<file path="config.mk">
export PLATFORM = sky130hd
export DESIGN_NAME = serial_less_equal_flat
export DESIGN_NICKNAME = d
export VERILOG_FILES = /design/src/rtl/serial_less_equal_if.sv /design/src/rtl/serial_less_equal.sv /design/src/flat_wrapper.sv
export SDC_FILE = /design/constraint.sdc
export NUM_CORES = 1
export LEC_CHECK = 0
export BUFFER_PORTS_ARGS = -buffer_cell sky130_fd_sc_hd__buf_2
export CORE_AREA = 2 2 39 41
export DETAILED_ROUTE_END_ITERATION = 16
export DIE_AREA = 0 0 41 43
export PLACE_DENSITY_LB_ADDON = 0.08
export SLEW_MARGIN = 15
export SYNTH_ARGS = -nofsm -noshare
export SYNTH_HDL_FRONTEND = slang
export SYNTH_SLANG_ARGS = --single-unit
export TNS_END_PERCENT = 5
</file>
<file path="constraint.sdc">
create_clock -name clk -period 1.65 [get_ports clk]
set_input_delay 0 -clock clk [delete_from_list [all_inputs] [get_ports clk]]
set_output_delay 0 -clock clk [all_outputs]
set_load 0.01 [all_outputs]
</file>
<file path="src/rtl/serial_less_equal_if.sv">
// serial_less_equal_if
// Purpose: bundles the serial comparator's handshake and result signals.
//   master modport: the side streaming operand bits (drives start/bit pairs).
//   slave  modport: the comparator itself (drives ready/busy/done/results).
// Signals:
//   start     - begin a new comparison (honoured only while idle)
//   bit_valid - a_bit/b_bit carry a valid bit pair this cycle
//   a_bit     - operand A bit, LSB first
//   b_bit     - operand B bit, LSB first
//   ready     - comparator is accepting bit pairs
//   busy      - comparison in progress or result being presented
//   done      - one-cycle pulse, result valid this cycle
//   equal     - A == B, held until the next accepted start
//   less      - A <  B, held until the next accepted start
interface serial_less_equal_if;
  logic start;
  logic bit_valid;
  logic a_bit;
  logic b_bit;
  logic ready;
  logic busy;
  logic done;
  logic equal;
  logic less;

  modport master (
    output start, bit_valid, a_bit, b_bit,
    input  ready, busy, done, equal, less
  );

  modport slave (
    input  start, bit_valid, a_bit, b_bit,
    output ready, busy, done, equal, less
  );
endinterface

</file>
<file path="src/rtl/serial_less_equal.sv">
// serial_less_equal
// Purpose: bit-serial magnitude comparator. Two WIDTH-bit operands arrive one
//   bit pair per accepted cycle, LSB first; equal/less are reported with a
//   one-cycle done pulse after the last pair.
// Parameters:
//   WIDTH - bit pairs per comparison (minimum 2)
// Ports:
//   clk   - rising-edge clock
//   reset - synchronous, active-high reset
//   bus   - serial_less_equal_if.slave (start, bit_valid, a_bit, b_bit in;
//           ready, busy, done, equal, less out)
// Configuration:
//   SERIAL_LESS_EQUAL_SIGNED_EN - when defined, operands are two's complement:
//   a differing sign bit pair decides "less" in favour of the negative operand.
module serial_less_equal #(
  parameter int WIDTH = 4
) (
  input  logic                  clk,
  input  logic                  reset,
  serial_less_equal_if.slave    bus
);

  localparam int CNT_W = (WIDTH > 1) ? $clog2(WIDTH) : 1;

  typedef enum logic [1:0] {
    IDLE,
    SHIFT,
    DONE
  } state_t;

  state_t            r_state;
  logic [CNT_W-1:0]  r_cnt;
  logic              r_eq;
  logic              r_lt;
  logic              r_ready;
  logic              r_busy;
  logic              r_done;
  logic              r_equal;
  logic              r_less;

  logic              w_diff;
  logic              w_last;
  logic              w_ltBit;
  logic              w_eqNext;
  logic              w_ltNext;

  assign w_diff = bus.a_bit ^ bus.b_bit;
  assign w_last = (r_cnt == CNT_W'(WIDTH - 1));

  // On a differing pair the operand whose bit is 0 is the smaller one, so the
  // B bit is the "A < B" answer. For a differing sign bit the roles swap:
  // the operand with the 1 sign bit is negative and therefore smaller.
`ifdef SERIAL_LESS_EQUAL_SIGNED_EN
  assign w_ltBit = w_last ? bus.a_bit : bus.b_bit;
`else
  assign w_ltBit = bus.b_bit;
`endif

  // Bits arrive LSB first, so each new differing bit is more significant
  // than any earlier one and simply overwrites the working verdict.
  assign w_eqNext = w_diff ? 1'b0    : r_eq;
  assign w_ltNext = w_diff ? w_ltBit : r_lt;

  always_ff @(posedge clk) begin
    if (reset) begin
      r_state <= IDLE;
      r_cnt   <= '0;
      r_eq    <= 1'b0;
      r_lt    <= 1'b0;
      r_ready <= 1'b0;
      r_busy  <= 1'b0;
      r_done  <= 1'b0;
      r_equal <= 1'b0;
      r_less  <= 1'b0;
    end else begin
      case (r_state)
        IDLE: begin
          r_done <= 1'b0;
          if (bus.start) begin
            r_state <= SHIFT;
            r_cnt   <= '0;
            r_eq    <= 1'b1;
            r_lt    <= 1'b0;
            r_equal <= 1'b0;
            r_less  <= 1'b0;
            r_ready <= 1'b1;
            r_busy  <= 1'b1;
          end
        end
        SHIFT: begin
          if (bus.bit_valid) begin
            r_eq <= w_eqNext;
            r_lt <= w_ltNext;
            if (w_last) begin
              // Counter is left as-is on the final pair so it never wraps.
              r_state <= DONE;
              r_equal <= w_eqNext;
              r_less  <= w_ltNext;
              r_ready <= 1'b0;
              r_done  <= 1'b1;
            end else begin
              r_cnt <= r_cnt + 1'b1;
            end
          end
        end
        DONE: begin
          r_state <= IDLE;
          r_done  <= 1'b0;
          r_busy  <= 1'b0;
        end
        default: begin
          r_state <= IDLE;
          r_ready <= 1'b0;
          r_busy  <= 1'b0;
          r_done  <= 1'b0;
        end
      endcase
    end
  end

  assign bus.ready = r_ready;
  assign bus.busy  = r_busy;
  assign bus.done  = r_done;
  assign bus.equal = r_equal;
  assign bus.less  = r_less;

endmodule

</file>
<file path="src/flat_wrapper.sv">
// flat-port wrapper written by rule: the top's interface ports become plain ports
module serial_less_equal_flat 
#(
  parameter int WIDTH = 4
)
  (clk, reset, bus_start, bus_bit_valid, bus_a_bit, bus_b_bit, bus_ready, bus_busy, bus_done, bus_equal, bus_less);
  serial_less_equal_if bus_i ();
  input  logic clk;
  input  logic reset;
  input wire logic [$bits(bus_i.start)-1:0] bus_start;
  input wire logic [$bits(bus_i.bit_valid)-1:0] bus_bit_valid;
  input wire logic [$bits(bus_i.a_bit)-1:0] bus_a_bit;
  input wire logic [$bits(bus_i.b_bit)-1:0] bus_b_bit;
  output wire logic [$bits(bus_i.ready)-1:0] bus_ready;
  output wire logic [$bits(bus_i.busy)-1:0] bus_busy;
  output wire logic [$bits(bus_i.done)-1:0] bus_done;
  output wire logic [$bits(bus_i.equal)-1:0] bus_equal;
  output wire logic [$bits(bus_i.less)-1:0] bus_less;
  assign bus_i.start = bus_start;
  assign bus_i.bit_valid = bus_bit_valid;
  assign bus_i.a_bit = bus_a_bit;
  assign bus_i.b_bit = bus_b_bit;
  assign bus_ready = bus_i.ready;
  assign bus_busy = bus_i.busy;
  assign bus_done = bus_i.done;
  assign bus_equal = bus_i.equal;
  assign bus_less = bus_i.less;
  serial_less_equal #(.WIDTH(WIDTH)) u_core (.clk(clk), .reset(reset), .bus(bus_i));
endmodule
</file>
# ---- Word-level counts from Yosys, hierarchy flattened
# Cells that the tools add are included.
dict set report totals {
  input_bits 6
  out_inout_bits 5
  ff_bits 11
  word_cells 56
}
dict set report classes {
  n_reduce_logical 10
  bitwise_logic 3
  mux 26
  eq_ne 7
  add_sub_neg 1
}
# operator n
set ops {}
lappend ops {{two-way mux 1 bit} 12}
lappend ops {{two-way mux 2 bit} 6}
lappend ops {{AND reduction 4 bit} 3}
lappend ops {{one-hot mux 1 bit (2 select lines)} 5}
lappend ops {{one-hot mux 2 bit (2 select lines)} 2}
lappend ops {{!= test 2 bit (second input constant)} 3}
lappend ops {{AND reduction 3 bit} 2}
lappend ops {{equality test 2 bit (second input constant)} 2}
lappend ops {{AND reduction 2 bit} 2}
lappend ops {{one-hot mux 1 bit (3 select lines)} 1}
lappend ops {{adder 2 x 1 -> 2 bit (second input constant)} 1}
lappend ops {{equality test 2 x 1 -> 1 bit (second input constant)} 1}
lappend ops {{zero test 2 bit} 1}
lappend ops {{!= test 2 x 1 -> 1 bit (second input constant)} 1}
lappend ops {{NOT 1 bit} 2}
lappend ops {{nonzero test 2 bit} 1}
lappend ops {{OR reduction 2 bit} 1}
lappend ops {{XOR 1 bit} 1}

# ---- Logic depth before layout (Yosys ltp)
# Gate-level depths: netlist of the first run.
dict set report logic_depth {
  word_depth 5
  depth_mapped 4
  ltp_nobuf 4
}

# ---- Least setup slack after synthesis of the first run
# OpenSTA, ideal clock, no wires.
dict set report synth_path {
  kind {flip-flop to flip-flop}
  from {register u_core.r_cnt[0]}
  to {register u_core.r_cnt[1]}
  period_less_slack_ps 1251
  required_ps 1558
  path_stages_with_launch 4
  setup_slack_ps 399
  arrival_ps 1158
  path_buffers 0
  setup_ps 92
  cell_sequence {dfxtp_1 -> ha_1 -> or4b_4 -> o32ai_1}
}
dict set report synth_between {
  elab_chain_len 4
  elab_cells_between_ends 7
  cone_classes {1 x add/sub; 2 x eq/ne; 3 x mux; 1 x reduce/logical}
}
# item line
set synth_lines {}
lappend synth_lines {{from (decl)} serial_less_equal.sv:32} ;# logic [CNT_W-1:0] r_cnt;
lappend synth_lines {{from (signal assigned)} serial_less_equal.sv:102} ;# r_cnt <= r_cnt + 1'b1;
lappend synth_lines {{adder 2 x 1 -> 2 bit} serial_less_equal.sv:102}
lappend synth_lines {{two-way mux 2 bit} serial_less_equal.sv:94} ;# if (w_last) begin
lappend synth_lines {{two-way mux 2 bit} serial_less_equal.sv:91} ;# if (bus.bit_valid) begin
lappend synth_lines {{one-hot mux 2 bit (2 select lines)} serial_less_equal.sv:76} ;# case (r_state)
# Parallel ways exist; a longest one is shown, timed or not. The select of a mux whose other input is x is not followed.
# A chain may end at the register's enable or synchronous reset.

# ---- Final worst setup path of the first run
dict set report layout_path {
  from {register u_core.r_state[0]}
  to {register u_core.r_cnt[1]}
}
dict set report layout_between {
  elab_chain_len 3
  elab_cells_between_ends 8
  cone_classes {4 x eq/ne; 1 x mux; 3 x reduce/logical}
}
# item line
set layout_lines {}
lappend layout_lines {{from (decl)} serial_less_equal.sv:31} ;# state_t r_state;
lappend layout_lines {{from (signal assigned)} serial_less_equal.sv:66} ;# r_state <= IDLE;
lappend layout_lines {{from (signal assigned)} serial_less_equal.sv:80} ;# r_state <= SHIFT;
lappend layout_lines {{from (signal assigned)} serial_less_equal.sv:96} ;# r_state <= DONE;
lappend layout_lines {{equality test 2 x 1 -> 1 bit / zero test 2 bit (equally long branches)} serial_less_equal.sv:76}
lappend layout_lines {{!= test 2 bit (no source line) / nonzero test 2 bit (equally long branches)} -}
lappend layout_lines {{AND reduction 4 bit (no source line)} -}
# Parallel ways exist; a longest one is shown, timed or not.

==> impl_metrics.env, run 1 <==
export IMPL_rsz0062_at_grt="false"
export IMPL_die_h_um=43
export IMPL_firstDrtPassIters=3
export IMPL_cts_resized_gates=0
export IMPL_crit_family="simple AND/OR/NAND/NOR gates"
export IMPL_cts_hold_buffers_added=0
export IMPL_area_growth_pct=12.9
export IMPL_hold_viol_final=0
export IMPL_setup_slack_ns=0.271
export IMPL_powerDensity_nw_per_um2=843
export IMPL_row_count=14
export IMPL_synth_cell_type_count=33
export IMPL_grt_start_max_net_pins=15
export IMPL_grt_pass1_wl_mm=1.75
export IMPL_pin_count=11
export IMPL_syn_avg_cell_area_um2=9.51
export IMPL_critPathMaxFanout=11
export IMPL_remaining_drc_errors=0
export IMPL_top_layer="met3"
export IMPL_path_cells="nand2b_1, or4b_4, o32ai_1"
export IMPL_final_net_count=80
export IMPL_status="complete, no violations"
export IMPL_fin_hold_ws_ns=0.0765
export IMPL_tns_ns=0
export IMPL_ys_flop_type="dfxtp_1"
export IMPL_grt_pass1_vias=412
export IMPL_wl_per_cell_um=12.0
export IMPL_layout_common_cells="dfxtp_1, buf_2, a21oi_1, nor3_1, nor2b_1"
export IMPL_die_x_um=41
export IMPL_postLayoutCellArea_um2=644
export IMPL_endpoint_kind="register"
export IMPL_initial_core_util_pct=41.2
export IMPL_tightest_slew_ns=0.358
export IMPL_met3_length_um=34
export IMPL_synthCells=60
export IMPL_cp_start_kind="register"
export IMPL_ys_seq_area_share_pct=38.6
export IMPL_synth_area_um2=571
export IMPL_ant_nets=0
export IMPL_final_layout_size_suffix_gt1_share_pct=26.8
export IMPL_hold_class="in2reg"
export IMPL_crit_type="reg2reg"
export IMPL_grt_antenna_before_repair=0
export IMPL_synth_async_reset_ratio_pct=0
export IMPL_cts_tree="yes"
export IMPL_slew_viol_final=0
export IMPL_cts_sinks=11
export IMPL_setup_viol=0
export IMPL_drtIter0Drc=3
export IMPL_clockRootBuffer="clkbuf_4"
export IMPL_cts_buffers=3
export IMPL_hpwl_um=791
export IMPL_final_common_cell="dfxtp_1"
export IMPL_clockBufferDepth=2
export IMPL_crit_arrival_ns=1.56
export IMPL_syn_nets=68
export IMPL_fmax_ghz=0.725
export IMPL_fin_crit_sh_pct=83.6
export IMPL_vias=461
export IMPL_synth_seq_cells=11
export IMPL_synth_edff_count=0
export IMPL_wl_mm=1.04
export IMPL_port_buffers=10
export IMPL_slew_headroom_pct=76.1
export IMPL_gp_congestion=0.677
export IMPL_grtUsageTotal_pct=14.6
export IMPL_place_ws_ns=0.282
export IMPL_grt_ovfl_total=0
export IMPL_diodes=0
export IMPL_path_buf_inv=0
export IMPL_max_cap_violations=0
export IMPL_cts_htree_levels=1
export IMPL_skew_ns=0.00127
export IMPL_avgViaCountPerCell=5.30
export IMPL_clk_pin_slew_worst_paths_ns=0.07
export IMPL_dieArea_um2=1760
export IMPL_place_area_um2=618
export IMPL_slowest_delay_ns=0.52
export IMPL_wl_met2_um=483
export IMPL_wl_met1_um=525
export IMPL_cp_required_ns=1.83
export IMPL_clock_latency_ns=0.26
export IMPL_ir_drop_v=0.000425
export IMPL_critical_path_slowest_cell="dfxtp_1"
export IMPL_p_leak_uw=0.000256
export IMPL_post_cts_buffers=0
export IMPL_period_minus_slack_ns=1.38
export IMPL_coreArea_um2=1380
export IMPL_yosysWarnings=0
==> cell type report <==
cell class / count / area, µm²
Sequential cell: 11 / 220
Fill cell: 152 / 739
Multi-Input combinational cell: 44 / 320
Inverter: 2 / 7.51
Tap cell: 16 / 20.0
Timing Repair Buffer: 10 / 50.0
Clock buffer: 4 / 26.3
==> cells in the mapped netlist (2+ instances only) <==
cell type	count	area [µm²]
a21oi_1	5	25.0
dfxtp_1	11	220
ha_1	2	25.0
inv_1	2	7.51
nand2b_1	3	18.8
nand3b_1	2	15.0
nand4b_1	2	17.5
nor2_1	2	7.51
nor2b_1	4	25.0
nor3_1	4	20.0
==> cells by family (layout without fill, tap and decap cells) <==
logic type      count (synthesis)  count (layout)  share of synthesized area [%]
compound gates                 15              15                           18.6
xor+xnor                        1               1                           1.54
fa+ha+maj                       2               2                           4.39
buf+inv                         5              16                           5.26
flops                          11              11                           38.6
mux                             1               1                           1.75
simple gates                   25              25                           29.8
==> path summary, 6_finish.rpt <==
| kind | from | end | slack (ns) | cells after the start |
|---|---|---|---|---|
| max reg2reg | u_core.r_state[0]$_SDFFE_PP0P_ | u_core.r_cnt[1]$_SDFFE_PP0P_ | 0.27 | 3 |
| min | reset | u_core.bus.equal$_SDFFE_PP0P_ | 0.08 | 2 |
| max | u_core.r_state[0]$_SDFFE_PP0P_ | u_core.r_cnt[1]$_SDFFE_PP0P_ | 0.27 | 3 |
| min reg2reg | u_core.bus.equal$_SDFFE_PP0P_ | u_core.bus.equal$_SDFFE_PP0P_ | 0.47 | 2 |
==> metrics by stage <==
step                instances  utilization, %  power [µW]
finish                     87            46.6         543
global route               87            46.6         579
CTS                        87            46.6         551
detailed placement         83            44.7         367
global placement           83            44.7         366
floorplan                  60               -         347
==> worst register-to-register path: stages (launching register included) <==
cell      delay (ns)
dfxtp_1         0.52
nand2b_1        0.15
or4b_4          0.50
o32ai_1         0.12
==> power by group <==
| part | leakage, µW | switching (µW) | internal, µW | total [µW] |
|---|---|---|---|---|
| combinational | 0.000151 | 36.5 | 35.5 | 72.0 |
| clock | 0.0000150 | 89.1 | 93.3 | 182 |
| sequential | 0.0000899 | 11.6 | 277 | 288 |
| total | 0.000256 | 137 | 406 | 543 |
==> layer usage <==
metal  up-vias  GRT usage [%]
li1        239              -
met1       217           18.8
met2         5           20.6
met3         0           6.28
met4         0           6.00
met5         -              0
==> registers in the layout, summed over array words and instances, names as in the netlist <==
| register | cells |
|---|---|
| u_core.r_cnt | 2 |
| u_core.bus.ready | 1 |
| u_core.bus.busy | 1 |
| u_core.r_lt | 1 |
| u_core.bus.less | 1 |
| u_core.bus.equal | 1 |
| u_core.r_eq | 1 |
| u_core.r_state | 2 |
| u_core.bus.done | 1 |
Note: power is estimated with default switching activity, not from simulation.
==> inputs of run 2 (changes only) <==
Settings changed: ABC_AREA from default to 1.
Clock period 1.65 ns to 1.4 ns, I/O delays scaled along.
==> run 2 against run 1 <==
Critical endpoint is now u_core.bus.ready$_SDFFE_PP0P_. Cell area grew 0.58%. Total power increased by 50%. Core utilization up 0.27 points. Wire length up 4.2%. Sequential share of layout area down 0.20 points.
==> impl_metrics.env, run 2 <==
export IMPL_coreArea_um2=1380
export IMPL_slowest_delay_ns=0.40
export IMPL_grt_pass1_vias=474
export IMPL_p_leak_uw=0.000341
export IMPL_initial_core_util_pct=39.2
export IMPL_synth_seq_cells=11
export IMPL_cts_htree_levels=1
export IMPL_syn_nets=90
export IMPL_remaining_drc_errors=0
export IMPL_clk_pin_slew_worst_paths_ns=0.08
export IMPL_place_area_um2=612
export IMPL_final_net_count=106
export IMPL_critPathMostFrequentCell="nand2_1"
export IMPL_tightest_slew_ns=0.250
export IMPL_clockRootBuffer="clkbuf_4"
export IMPL_yosysWarnings=0
export IMPL_crit_arrival_ns=1.35
export IMPL_synth_area_top_cells="dfxtp_1, nand2_1, nor2_1, inv_1, a21oi_1"
export IMPL_cp_required_ns=1.57
export IMPL_setup_slack_ns=0.219
export IMPL_cts_sinks=11
export IMPL_hold_class="in2reg"
export IMPL_path_cells="inv_1, nand2_1, inv_2, nand2_1, nand2_1, o21ai_2, nor2_1"
export IMPL_fmax_ghz=0.847
export IMPL_place_ws_ns=0.218
export IMPL_crit_family="flip-flops"
export IMPL_layout_common_cells="nand2_1, nor2_1, dfxtp_1, inv_1, buf_2"
export IMPL_status="complete, no violations"
export IMPL_powerDensity_nw_per_um2=1260
export IMPL_final_common_cell="nand2_1"
export IMPL_dieArea_um2=1760
export IMPL_skew_ns=0.00432
export IMPL_hold_viol_final=0
export IMPL_path_buf_inv=2
export IMPL_crit_type="reg2reg"
export IMPL_ys_flop_type="dfxtp_1"
export IMPL_fin_crit_sh_pct=84.3
export IMPL_avgViaCountPerCell=4.76
export IMPL_synth_async_reset_ratio_pct=0
export IMPL_hpwl_um=871
export IMPL_critPathMaxFanout=5
export IMPL_endpoint_kind="register"
export IMPL_ir_drop_v=0.000622
export IMPL_row_count=14
export IMPL_fin_hold_ws_ns=0.0650
export IMPL_yosysTopAreaCell="dfxtp_1"
export IMPL_synth_area_um2=542
export IMPL_final_layout_size_suffix_gt1_share_pct=18.6
export IMPL_slew_headroom_pct=83.3
export IMPL_clock_latency_ns=0.27
export IMPL_fill_cells=149
export IMPL_max_cap_violations=0
export IMPL_ys_seq_area_share_pct=40.6
export IMPL_clockBufferDepth=2
export IMPL_vias=538
export IMPL_wl_per_cell_um=9.61
export IMPL_wl_mm=1.09
export IMPL_critical_path_slowest_cell="dfxtp_1"
export IMPL_ant_nets=0
export IMPL_setup_viol=0
export IMPL_firstDrtPassIters=4
export IMPL_synth_cell_type_count=15
export IMPL_grt_ovfl_total=0
export IMPL_grt_antenna_before_repair=0
export IMPL_reg_top3="u_core.r_cnt: 2 flops, u_core.r_state: 2 flops"
export IMPL_die_x_um=41
export IMPL_cp_start_kind="register"
export IMPL_grtUsageTotal_pct=14.9
export IMPL_period_minus_slack_ns=1.18
export IMPL_cts_resized_gates=0
export IMPL_cts_tree="yes"
export IMPL_port_buffers=10
export IMPL_slew_viol_final=0
export IMPL_cts_buffers=3
export IMPL_post_cts_buffers=0
export IMPL_pin_count=11
export IMPL_synth_most_common_cell="nand2_1"
export IMPL_yosys_area_top_type_share_pct=40.6
export IMPL_grt_pass1_wl_mm=1.78
export IMPL_grt_start_max_net_pins=8
export IMPL_syn_avg_cell_area_um2=6.61
export IMPL_diodes=0
export IMPL_drtIter0Drc=8
export IMPL_tns_ns=0
export IMPL_rrSetupSlack_ns=0.22
export IMPL_postLayoutCellArea_um2=648
export IMPL_rsz0062_at_grt="false"
export IMPL_synth_common_cells="nand2_1, nor2_1, dfxtp_1"
export IMPL_area_growth_pct=19.6
export IMPL_synth_edff_count=0
export IMPL_gp_congestion=0.826
export IMPL_synthCells=82
export IMPL_die_h_um=43
## run 2: changes by cell type in the layout (fill, tap and decap cells not counted), moves of 2 or more
| cell | change |
|---|---|
| nand2_1 | +21 |
| nor2_1 | +11 |
| inv_1 | +8 |
| nor2b_1 | -4 |
| inv_2 | +3 |
| nand2b_1 | -3 |
| nand3_1 | +3 |
| a21oi_1 | +2 |
| nand4b_1 | -2 |
| o21ai_1 | +2 |
## run 2: tightest hold or removal path, delay by kind of cell
family | cells | cell delay [ns]
and+or+nand+nor | 1 | 0.11
AOI/OAI and AO/OA | 1 | 0.06
buffers and inverters | 1 | 0.11
## run 2: kinds of logic (layout without fill, tap and decap cells)
logic type / count (synthesis) / after routing / share of synthesized area, %
AO/OA/AOI/OAI: 11 / 11 / 11.3
adder cells (fa/ha/maj): 2 / 2 / 4.62
buffers and inverters: 13 / 28 / 9.01
flip-flops: 11 / 11 / 40.6
AND/OR/NAND/NOR: 45 / 45 / 34.4
## run 2: final cells by class
type                       instances  area [µm²]  area share (%)
multi-input combinational         58         273            42.1
inverter                          13        48.8            7.53
sequential                        11         220            34.0
tap                               16        20.0            3.09
timing repair buffer              11        60.1            9.27
clock buffer                       4        26.3            4.05
## run 2: per-layer routing
layer	vias to the layer above	wire length, µm	track usage (%)
met4	0	25	10.7
met3	4	59	3.14
met1	224	522	17.9
li1	289	-	-
met2	21	478	22.2
met5	-	0	0
## run 2: worst paths after layout
check | startpoint | endpoint | cells past startpoint
worst max-delay path | u_core.r_state[1]$_SDFFE_PP0P_ | u_core.bus.ready$_SDFFE_PP0P_ | 7
worst min-delay path | bus_start | u_core.bus.busy$_SDFFE_PP0P_ | 3
worst max register to register | u_core.r_state[1]$_SDFFE_PP0P_ | u_core.bus.ready$_SDFFE_PP0P_ | 7
worst min register to register | u_core.r_eq$_SDFFE_PP0P_ | u_core.r_eq$_SDFFE_PP0P_ | 2
## run 2: per-stage QoR
step,instances,utilization (%),power [µW]
CTS,113,46.8,817
finish,113,46.8,814
global route,113,46.8,866
global placement,108,44.2,601
floorplan,82,-,539
detailed placement,108,44.2,600
## run 2: where the power goes
group	switching [µW]	total, µW	leakage (µW)	internal, µW
sequential	28.4	379	0.0000904	351
combinational	132	214	0.000235	81.5
clock	111	221	0.0000150	110
## run 2: what timing repair did
item                       4_1_cts  5_1_grt
hold buffers                     1        0
hold endpoints to repair         2        0
setup endpoints to repair        0        0
